**config.mk**
```make
export PLATFORM = sky130hd
export DESIGN_NAME = prng_lfsr_predict
export DESIGN_NICKNAME = d
export VERILOG_FILES = /design/src/rtl/prng_checker_pkg.sv /design/src/rtl/prng_lfsr_predict.sv
export SDC_FILE = /design/constraint.sdc
export NUM_CORES = 1
export LEC_CHECK = 0
export ABC_AREA = 1
export BUFFER_PORTS_ARGS = -buffer_cell sky130_fd_sc_hd__buf_2
export CORE_AREA = 3 3 40 42
export DETAILED_ROUTE_END_ITERATION = 6
export DIE_AREA = 0 0 43 45
export PLACE_DENSITY = 0.55
export SKIP_CTS_REPAIR_TIMING = 1
export SLEW_MARGIN = 0
export SYNTH_ARGS = -nofsm -noshare
export SYNTH_HDL_FRONTEND = slang
export SYNTH_SLANG_ARGS = --single-unit
```
**constraint.sdc**
```tcl
create_clock -name clk -period 2.1 [get_ports clk]
set_input_delay 0.42 -clock clk [delete_from_list [all_inputs] [get_ports clk]]
set_output_delay 0.42 -clock clk [all_outputs]
set_load 0.01 [all_outputs]
```
**src/rtl/prng_checker_pkg.sv**
```systemverilog
// Shared definitions for the PRNG bit-stream checker and its matching generator.
`timescale 1ns/1ps
package prng_checker_pkg;

    // Default LFSR shape; the generator uses the same constants so both ends stay matched.
    localparam int         DEF_WIDTH = 8;
    localparam logic [7:0] DEF_TAPS  = 8'b1011_1000;   // x^8+x^6+x^5+x^4+1

    // Checker state encoding.
    typedef enum logic [1:0] {
        SEARCH = 2'd0,
        VERIFY = 2'd1,
        LOCKED = 2'd2
    } state_e;

endpackage

```
**src/rtl/prng_lfsr_predict.sv**
```systemverilog
// History register of received bits plus tap-XOR prediction of the next bit.
`timescale 1ns/1ps
module prng_lfsr_predict
    import prng_checker_pkg::*;
#(
    parameter int               WIDTH = DEF_WIDTH,
    parameter logic [WIDTH-1:0] TAPS  = DEF_TAPS
) (
    input  logic             clk,
    input  logic             rst_n,
    input  logic             bit_in,
    input  logic             bit_vld,
    output logic [WIDTH-1:0] sr,
    output logic             pred
);

    logic [WIDTH-1:0] sr_q;
    logic [WIDTH-1:0] sr_d;

    // Shift each valid bit in at the low end; sr[0] is always the newest bit.
    always_comb begin
        sr_d = sr_q;
        if (bit_vld) begin
            sr_d = {sr_q[WIDTH-2:0], bit_in};
        end
    end

    // History register.
    always_ff @(posedge clk or negedge rst_n) begin
        if (!rst_n) begin
            sr_q <= '0;
        end else begin
            sr_q <= sr_d;
        end
    end

    assign sr   = sr_q;
    assign pred = ^(sr_q & TAPS);

endmodule

```
# Yosys cells after proc, flatten, opt, wreduce, memory -nomap -nowiden

Cells that the tools add are included.

Logic and storage cells: 2
Register bits after elaboration: 8
Bits of input ports: 4
Output and inout port bits: 9

Reductions and logical operators: 1

Operators with widths:

| operator            | number |
|---|---|
| 8-bit XOR reduction | 1 |

# Logic depth before layout (Yosys ltp)

Gate-level depths: netlist (run 1).

Depth after elaboration: 1
Mapped depth: 5
Depth with buffers taken out: 5

# Least setup slack after synthesis (run 1)

No wires, ideal clock.

Path kind: register to output
From: reg sr_q[5] (netlist: sr[5])
To: out pred
Buffers on the path: 0
Arrival: 777 ps
Required time: 1680 ps
Path slack: 903 ps
Cell stages (with the launch flop): 6
Cells stage by stage: dfrtp_1 > nor2_1 > inv_1 > nand2_1 > nand2_1 > nand2_1

Word-level cells in the longest chain between the ends: 1

Ends and longest elaborated chain:

| what                   | RTL line                | RTL |
|---|---|---|
| start, declared        | prng_lfsr_predict.sv:17 | `logic [WIDTH-1:0] sr_q;` |
| start signal, assigned | prng_lfsr_predict.sv:33 | `sr_q <= sr_d;` |
| 8-bit XOR reduction    | prng_lfsr_predict.sv:38 | `assign pred = ^(sr_q & TAPS);` |
| end, declared          | prng_lfsr_predict.sv:14 | `output logic pred` |

No other way between the ends.

# Worst setup path after layout (run 1)

From: reg sr_q[4] (netlist: sr[4])
To: out pred

Same word-level chain as after synthesis.

==> flow_summary_export.csv, run 1 <==
group,metric,value,unit
power_and_ir_drop,p_per_area,886,mW/mm^2
logic_synthesis,syn_area,358,um^2
drt,vias_per_cell,4.04,
drt,dr.first_iter.drc_count,10,
job,drv_cap,0,
power_and_ir_drop,vdd_drop_max,0.000355,V
floorplan,die_h,45,um
final_layout,fin_util,35.6,%
power_and_ir_drop,seqPwrFrac,47.3,%
critical_path,slowest_stage,"dfrtp_1",
outcome,outcome,"complete, no violations",
clocking,clock_latency,0.25,ns
clocking,cts-root-buf,"clkbuf_4",
logic_synthesis,netlist.area_leader.share,55.9,%
critical_path,path_max_fanout,5,
logic_synthesis,async_reset_ff_share,100,%
final_layout,drive_gt1_share,27.6,%
clocking,htree_num_levels,1,
final_layout,largest_reg_flops,8,
critical_path,reg2reg_slack,1.40,ns
timing,grt_setup_unrepaired,"no",
timing,setup_violations,0,
clocking,clock_path_buffers,2,
power_and_ir_drop,p_int,0.282,mW
logic_synthesis,synth_nets,47,
critical_path,critPathRequiredTime,1.68,ns
place,numPortBuffers,12,
critical_path,timing.critical_path.from_type,"flop",
global_routing,antenna_found_initial,0,
final_layout,multi_input_area,120,um^2
final_layout,nets,64,
global_routing,first_global_vias,249,
clocking,cts_buffers,3,
drt,routedWlPerCell,8.59,um
min_path,holdPathStages,3,
logic_synthesis,postSynthAreaPerCell,8.32,um^2
critical_path,cp_common_cell,"nand2_1",
timing,max_freq,0.654,GHz
power_and_ir_drop,p_sw,0.124,mW
timing,tns,0,ns
final_layout,n_antenna_cell,0,
power_and_ir_drop,p_sw_share,30.4,%
floorplan,ios,13,
min_path,min_to,"sr[0]",
critical_path,slowest_delay,0.41,ns
clocking,cts.clk_slew.worst_paths,0.06,ns
critical_path,path_cells,"nor2_1 > inv_1 > nand2_1 > nand2_1 > nand2_1 > buf_2",
timing,drv_slew,0,
power_and_ir_drop,p_leak,0.253,nW
place,place.gp.congestion,0.650,
timing,slew-limit-headroom,83.8,%
timing,min_period_over_period,72.8,%
drt,wl,627,um
drt,vias,295,
logic_synthesis,ys_ff_latch,8,
logic_synthesis,yosys.cell_types.count,9,
critical_path,critPathCaptureType,"primary output",
place,dpl.hpwl,480,um
place,dpl.cell_count,69,
logic_synthesis,ys.flop_type,"dfrtp_1",
clocking,cts_tree,"built",
drt,firstDrtPassIters,3,
floorplan,fp.coreArea,0.00128,mm^2
floorplan,die_area,0.00194,mm^2
min_path,min_path_type,"in2reg",
logic_synthesis,synthTopCellsByCount,"nand2_1 (13), dfrtp_1 (8), inv_1 (7)",
final_layout,seq_area,200,um^2
logic_synthesis,yosysMostFrequentCell,"nand2_1",
final_layout,stdcell_count,73,
global_routing,grt-ovfl-total,0,
timing,period_needed,1.53,ns
critical_path,rr_startpoint,"sr[3]",
global_routing,grt_usage,7.65,%
logic_synthesis,synth_edf_count,0,
critical_path,crit_type,"reg2out",
power_and_ir_drop,clkPwrFrac,28.6,%
floorplan,fp.dieW,43,um
logic_synthesis,synth_area_leaders,"dfrtp_1 (56%), nand2_1 (14%), inv_1 (7.3%)",
clocking,clock-sinks,8,
critical_path,rr_worst_depth,2,
logic_synthesis,synth_warnings,0,
final_layout,nFillCells,137,
timing,worst_pin_slew,0.243,ns
global_routing,grt_pass1_wl,1.05,mm
global_routing,grt_max_degree,17,
power_and_ir_drop,combPwrFrac,24.1,%
drt,antenna_left,0,
timing,finalHoldViolations,0,
logic_synthesis,synth_top_area_cell,"dfrtp_1",
final_layout,syn2layout_area_growth,28.0,%
timing,finalClockSkew,0.00325,ns
logic_synthesis,syn_inst,43,
floorplan,num_rows,13,
min_path,hold_start,"bit_in",
logic_synthesis,seq_area_frac_synth,55.9,%
critical_path,r2r_end,"sr[3]",
critical_path,cp.arrival,1.11,ns
floorplan,initial_core_util,27.8,%
critical_path,crit_family,"flip-flops",
timing,hold-worst-slack,0.384,ns
drt,drc_errors,0,
critical_path,path_buf_inv,2,
==> metal layers <==
metal	global-route usage (%)	wire length (um)	part of all wire, %	vias up
met1	10.9	298	48	124
met2	9.58	273	44	11
met4	5.42	0	0	0
met5	0	0	0	-
met3	2.39	55	8.8	0
li1	-	-	-	160
==> through the flow <==
| stage | instance area (um^2) | setup slack (ns) | power [mW] |
|---|---|---|---|
| after global placement | 425 | 0.862 | 0.292 |
| after global routing | 458 | 0.444 | 0.444 |
| after floorplan | 358 | 0.903 | 0.254 |
| after detailed placement | 425 | 0.838 | 0.294 |
| final | 458 | 0.571 | 0.406 |
| after CTS | 448 | 0.553 | 0.414 |
==> cells by family after synthesis <==
logic type,Yosys count,share of synthesized area (%)
AND/OR/NAND/NOR,18,18.9
AO/OA/AOI/OAI,8,12.2
flip-flops,8,55.9
buffers and inverters,8,10.5
XOR/XNOR,1,2.45
==> area by class of cell <==
cell class | count | share of cell area (%)
Clock buffer | 3 | 4.92
Inverter | 7 | 5.74
Multi-Input combinational cell | 27 | 26.2
Sequential cell | 8 | 43.7
Tap cell | 15 | 4.10
Timing Repair Buffer | 13 | 15.3
==> placed cells by master (no fill, tap or decap) <==
cell / count
clkbuf_4: 3
o21ai_2: 1
inv_1: 7
o21ai_0: 4
nor2_1: 5
xnor2_1: 1
dfrtp_1: 8
a21oi_1: 3
buf_2: 12
dlygate4sd3_1: 1
nand2_1: 13
==> worst min-delay path, delay by kind of cell <==
kind / cells / cell delay, ns
buffers and inverters: 1 / 0.08
AOI/OAI and AO/OA: 1 / 0.06
and+or+nand+nor: 1 / 0.04
==> power groups by stage <==
| stage | logic [mW] | registers [mW] | clock network [mW] |
|---|---|---|---|
| finish | 0.0978 | 0.192 | 0.116 |
| global route | 0.112 | 0.196 | 0.136 |
| CTS | 0.0992 | 0.193 | 0.122 |
| detailed placement | 0.0990 | 0.195 | 0 |
| global placement | 0.0982 | 0.194 | 0 |
| floorplan | 0.0503 | 0.204 | 0 |
==> how the worst max path moves through the flow <==
stage | start | to | cells past startpoint
after floorplan | sr[5] | pred | 5
after global placement | sr[5] | pred | 6
after detailed placement | sr[4] | pred | 6
after CTS | sr[4] | pred | 6
after global routing | sr[4] | pred | 6
final | sr[4] | pred | 6
Power figures use the tool's default switching activity.
==> run 2: changes to the inputs <==
--- a/config.mk
+++ b/config.mk
@@ -5,12 +5,12 @@
 export SDC_FILE = /design/constraint.sdc
 export NUM_CORES = 1
 export LEC_CHECK = 0
-export ABC_AREA = 1
+export ABC_AREA = 0
 export BUFFER_PORTS_ARGS = -buffer_cell sky130_fd_sc_hd__buf_2
 export CORE_AREA = 3 3 40 42
 export DETAILED_ROUTE_END_ITERATION = 6
 export DIE_AREA = 0 0 43 45
-export PLACE_DENSITY = 0.55
+export PLACE_DENSITY = 0.56
 export SKIP_CTS_REPAIR_TIMING = 1
 export SLEW_MARGIN = 0
 export SYNTH_ARGS = -nofsm -noshare
==> constraint.sdc (replaced) <==
create_clock -name clk -period 1.3 [get_ports clk]
set_input_delay 0.26 -clock clk [delete_from_list [all_inputs] [get_ports clk]]
set_output_delay 0.26 -clock clk [all_outputs]
set_load 0.01 [all_outputs]
==> run 2 against run 1 <==
Non-clock buffer count up 2. Clock skew is 0.00077 ns lower. Die area stayed put. The run now ends with negative setup slack left. Critical path type unchanged. Largest cell class unchanged. Cell count fell by 29%. Largest power group is now combinational cells. Critical path depth is 3 lower.
==> flow_summary_export.csv, run 2 <==
group,metric,value,unit
clocking,clock_path_buffers,2,
min_path,holdPathStages,2,
power_and_ir_drop,vdd_drop_max,0.000714,V
place,dpl.cell_count,46,
min_path,hold_start,"bit_in",
clocking,cts_tree,"built",
critical_path,rr_startpoint,"sr[4]",
floorplan,initial_core_util,27.8,%
final_layout,drive_gt1_share,70.3,%
drt,wl,668,um
floorplan,fp.coreArea,0.00128,mm^2
floorplan,ios,13,
power_and_ir_drop,p_per_area,2010,mW/mm^2
outcome,outcome,"finished with violations",
global_routing,antenna_found_initial,0,
timing,period_needed,1.38,ns
critical_path,reg2reg_slack,0.35,ns
clocking,cts.clk_slew.worst_paths,0.05,ns
clocking,cts-root-buf,"clkbuf_4",
clocking,clock_latency,0.25,ns
logic_synthesis,synth_area_leaders,"dfrtp_1 (56%), mux2_4 (34%), xnor2_1 (4.9%)",
logic_synthesis,seq_area_frac_synth,55.9,%
critical_path,rr_worst_depth,2,
logic_synthesis,synthTopCellsByCount,"dfrtp_1 (8), mux2_4 (8), xnor2_1 (2)",
final_layout,finalInstanceArea,480,um^2
critical_path,slowest_delay,0.42,ns
floorplan,die_h,45,um
final_layout,mostFrequentLayoutCells,"buf_2 (12), mux2_4 (8), dfrtp_1 (8), clkbuf_4 (3), buf_4 (2)",
final_layout,syn2layout_area_growth,34.3,%
final_layout,n_antenna_cell,0,
critical_path,r2r_end,"sr[4]",
timing,setup_ws,-0.0847,ns
final_layout,stdcell_count,52,
floorplan,fp.dieW,43,um
drt,drc_errors,0,
global_routing,grt_max_degree,9,
job,drv_cap,0,
global_routing,grt_usage,8.24,%
logic_synthesis,yosys.cell_types.count,5,
final_layout,nets,43,
logic_synthesis,netlist.area_leader.share,55.9,%
timing,finalHoldViolations,0,
place,place_area,425,um^2
critical_path,slowest_stage,"dfrtp_1",
timing,finalClockSkew,0.00247,ns
critical_path,timing.critical_path.from_type,"flop",
drt,top_layer,"met3",
critical_path,path_max_fanout,4,
global_routing,grt_pass1_wl,1.10,mm
critical_path,critPathRequiredTime,1.04,ns
logic_synthesis,synth_nets,24,
drt,wl_met3,66,um
critical_path,cp.arrival,1.12,ns
min_path,min_path_type,"in2reg",
timing,slew-limit-headroom,82.5,%
logic_synthesis,ys_ff_latch,8,
clocking,clock-sinks,8,
drt,dr.first_iter.drc_count,0,
final_layout,largest_reg_flops,8,
logic_synthesis,syn_inst,20,
critical_path,crit_type,"reg2out",
logic_synthesis,synth_edf_count,0,
drt,vias_per_cell,4.27,
drt,routedWlPerCell,12.8,um
logic_synthesis,postSynthAreaPerCell,17.9,um^2
logic_synthesis,synth_top_area_cell,"dfrtp_1",
timing,setup_violations,1,
outcome,violations,"negative setup slack",
logic_synthesis,async_reset_ff_share,100,%
logic_synthesis,syn_area,358,um^2
drt,antenna_left,0,
min_path,min_to,"sr[0]",
timing,min_period_over_period,107,%
critical_path,path_cells,"xnor2_2 > xnor2_1 > buf_2",
drt,drt-met1-wl,292,um
timing,hold-worst-slack,0.242,ns
power_and_ir_drop,p_leak,0.250,nW
drt,wl_met2,309,um
timing,worst_pin_slew,0.262,ns
final_layout,final_common_cell,"buf_2",
clocking,htree_num_levels,1,
timing,max_freq,0.722,GHz
timing,grt_setup_unrepaired,"yes",
drt,vias,222,
clocking,cts_buffers,3,
logic_synthesis,ys.flop_type,"dfrtp_1",
power_and_ir_drop,power,0.964,mW
critical_path,critPathCaptureType,"primary output",
global_routing,first_global_vias,244,
final_layout,nFillCells,127,
drt,firstDrtPassIters,1,
logic_synthesis,synth_warnings,0,
place,numPortBuffers,12,
floorplan,die_area,0.00194,mm^2
floorplan,num_rows,13,
global_routing,grt-ovfl-total,0,
place,place.gp.congestion,0.624,
timing,drv_slew,0,
run 2: layout make-up:
cell class | instances | area [um^2] | area share (%)
sequential | 8 | 200 | 41.7
tap | 15 | 18.8 | 3.91
timing repair buffer | 15 | 85.1 | 17.7
multi-input combinational | 11 | 154 | 32.0
clock buffer | 3 | 22.5 | 4.69
run 2: logic make-up after synthesis:
family	Yosys count	share of synthesized area, %
xor+xnor	3	7.34
flops	8	55.9
buf+inv	1	3.15
mux	8	33.6
run 2: worst max-delay path, delay by kind of cell, from the launching register on:
family | cells | cell delay [ns]
xor gates and xnor gates | 2 | 0.31
buffers and inverters | 1 | 0.14
DFF | 1 | 0.42
run 2: worst max-delay path by stage:
stage | startpoint | depth (start not counted) | slack (ns) | endpoint
after floorplan | sr[3] | 2 | 0.18 | pred
after global placement | sr[3] | 3 | 0.19 | pred
after detailed placement | sr[5] | 3 | 0.16 | pred
after CTS | sr[5] | 3 | -0.12 | pred
after global routing | sr[4] | 3 | -0.13 | pred
final | sr[4] | 3 | -0.08 | pred
run 2: metrics by stage:
stage / utilization [%] / TNS [ns] / worst slack (ns)
6_report: 37.4 / -0.0847 / -0.0847
5_1_grt: 37.4 / -0.133 / -0.133
3_5_place_dp: 33.1 / 0 / 0.158
2_1_floorplan: - / 0 / 0.182
4_1_cts: 34.9 / -0.123 / -0.123
3_3_place_gp: 33.1 / 0 / 0.187
run 2: metal layers:
| metal | vias up | track usage (%) |
|---|---|---|
| li1 | 103 | - |
| met1 | 107 | 10.4 |
| met2 | 12 | 10.8 |
| met3 | 0 | 3.19 |
| met4 | 0 | 7.23 |
| met5 | - | 0 |
run 2: where the power goes:
part / internal, mW / switching, mW / total [mW]
Combinational: 0.240 / 0.153 / 0.393
Sequential: 0.317 / 0.0690 / 0.386
Clock: 0.105 / 0.0801 / 0.185
Total: 0.662 / 0.302 / 0.964
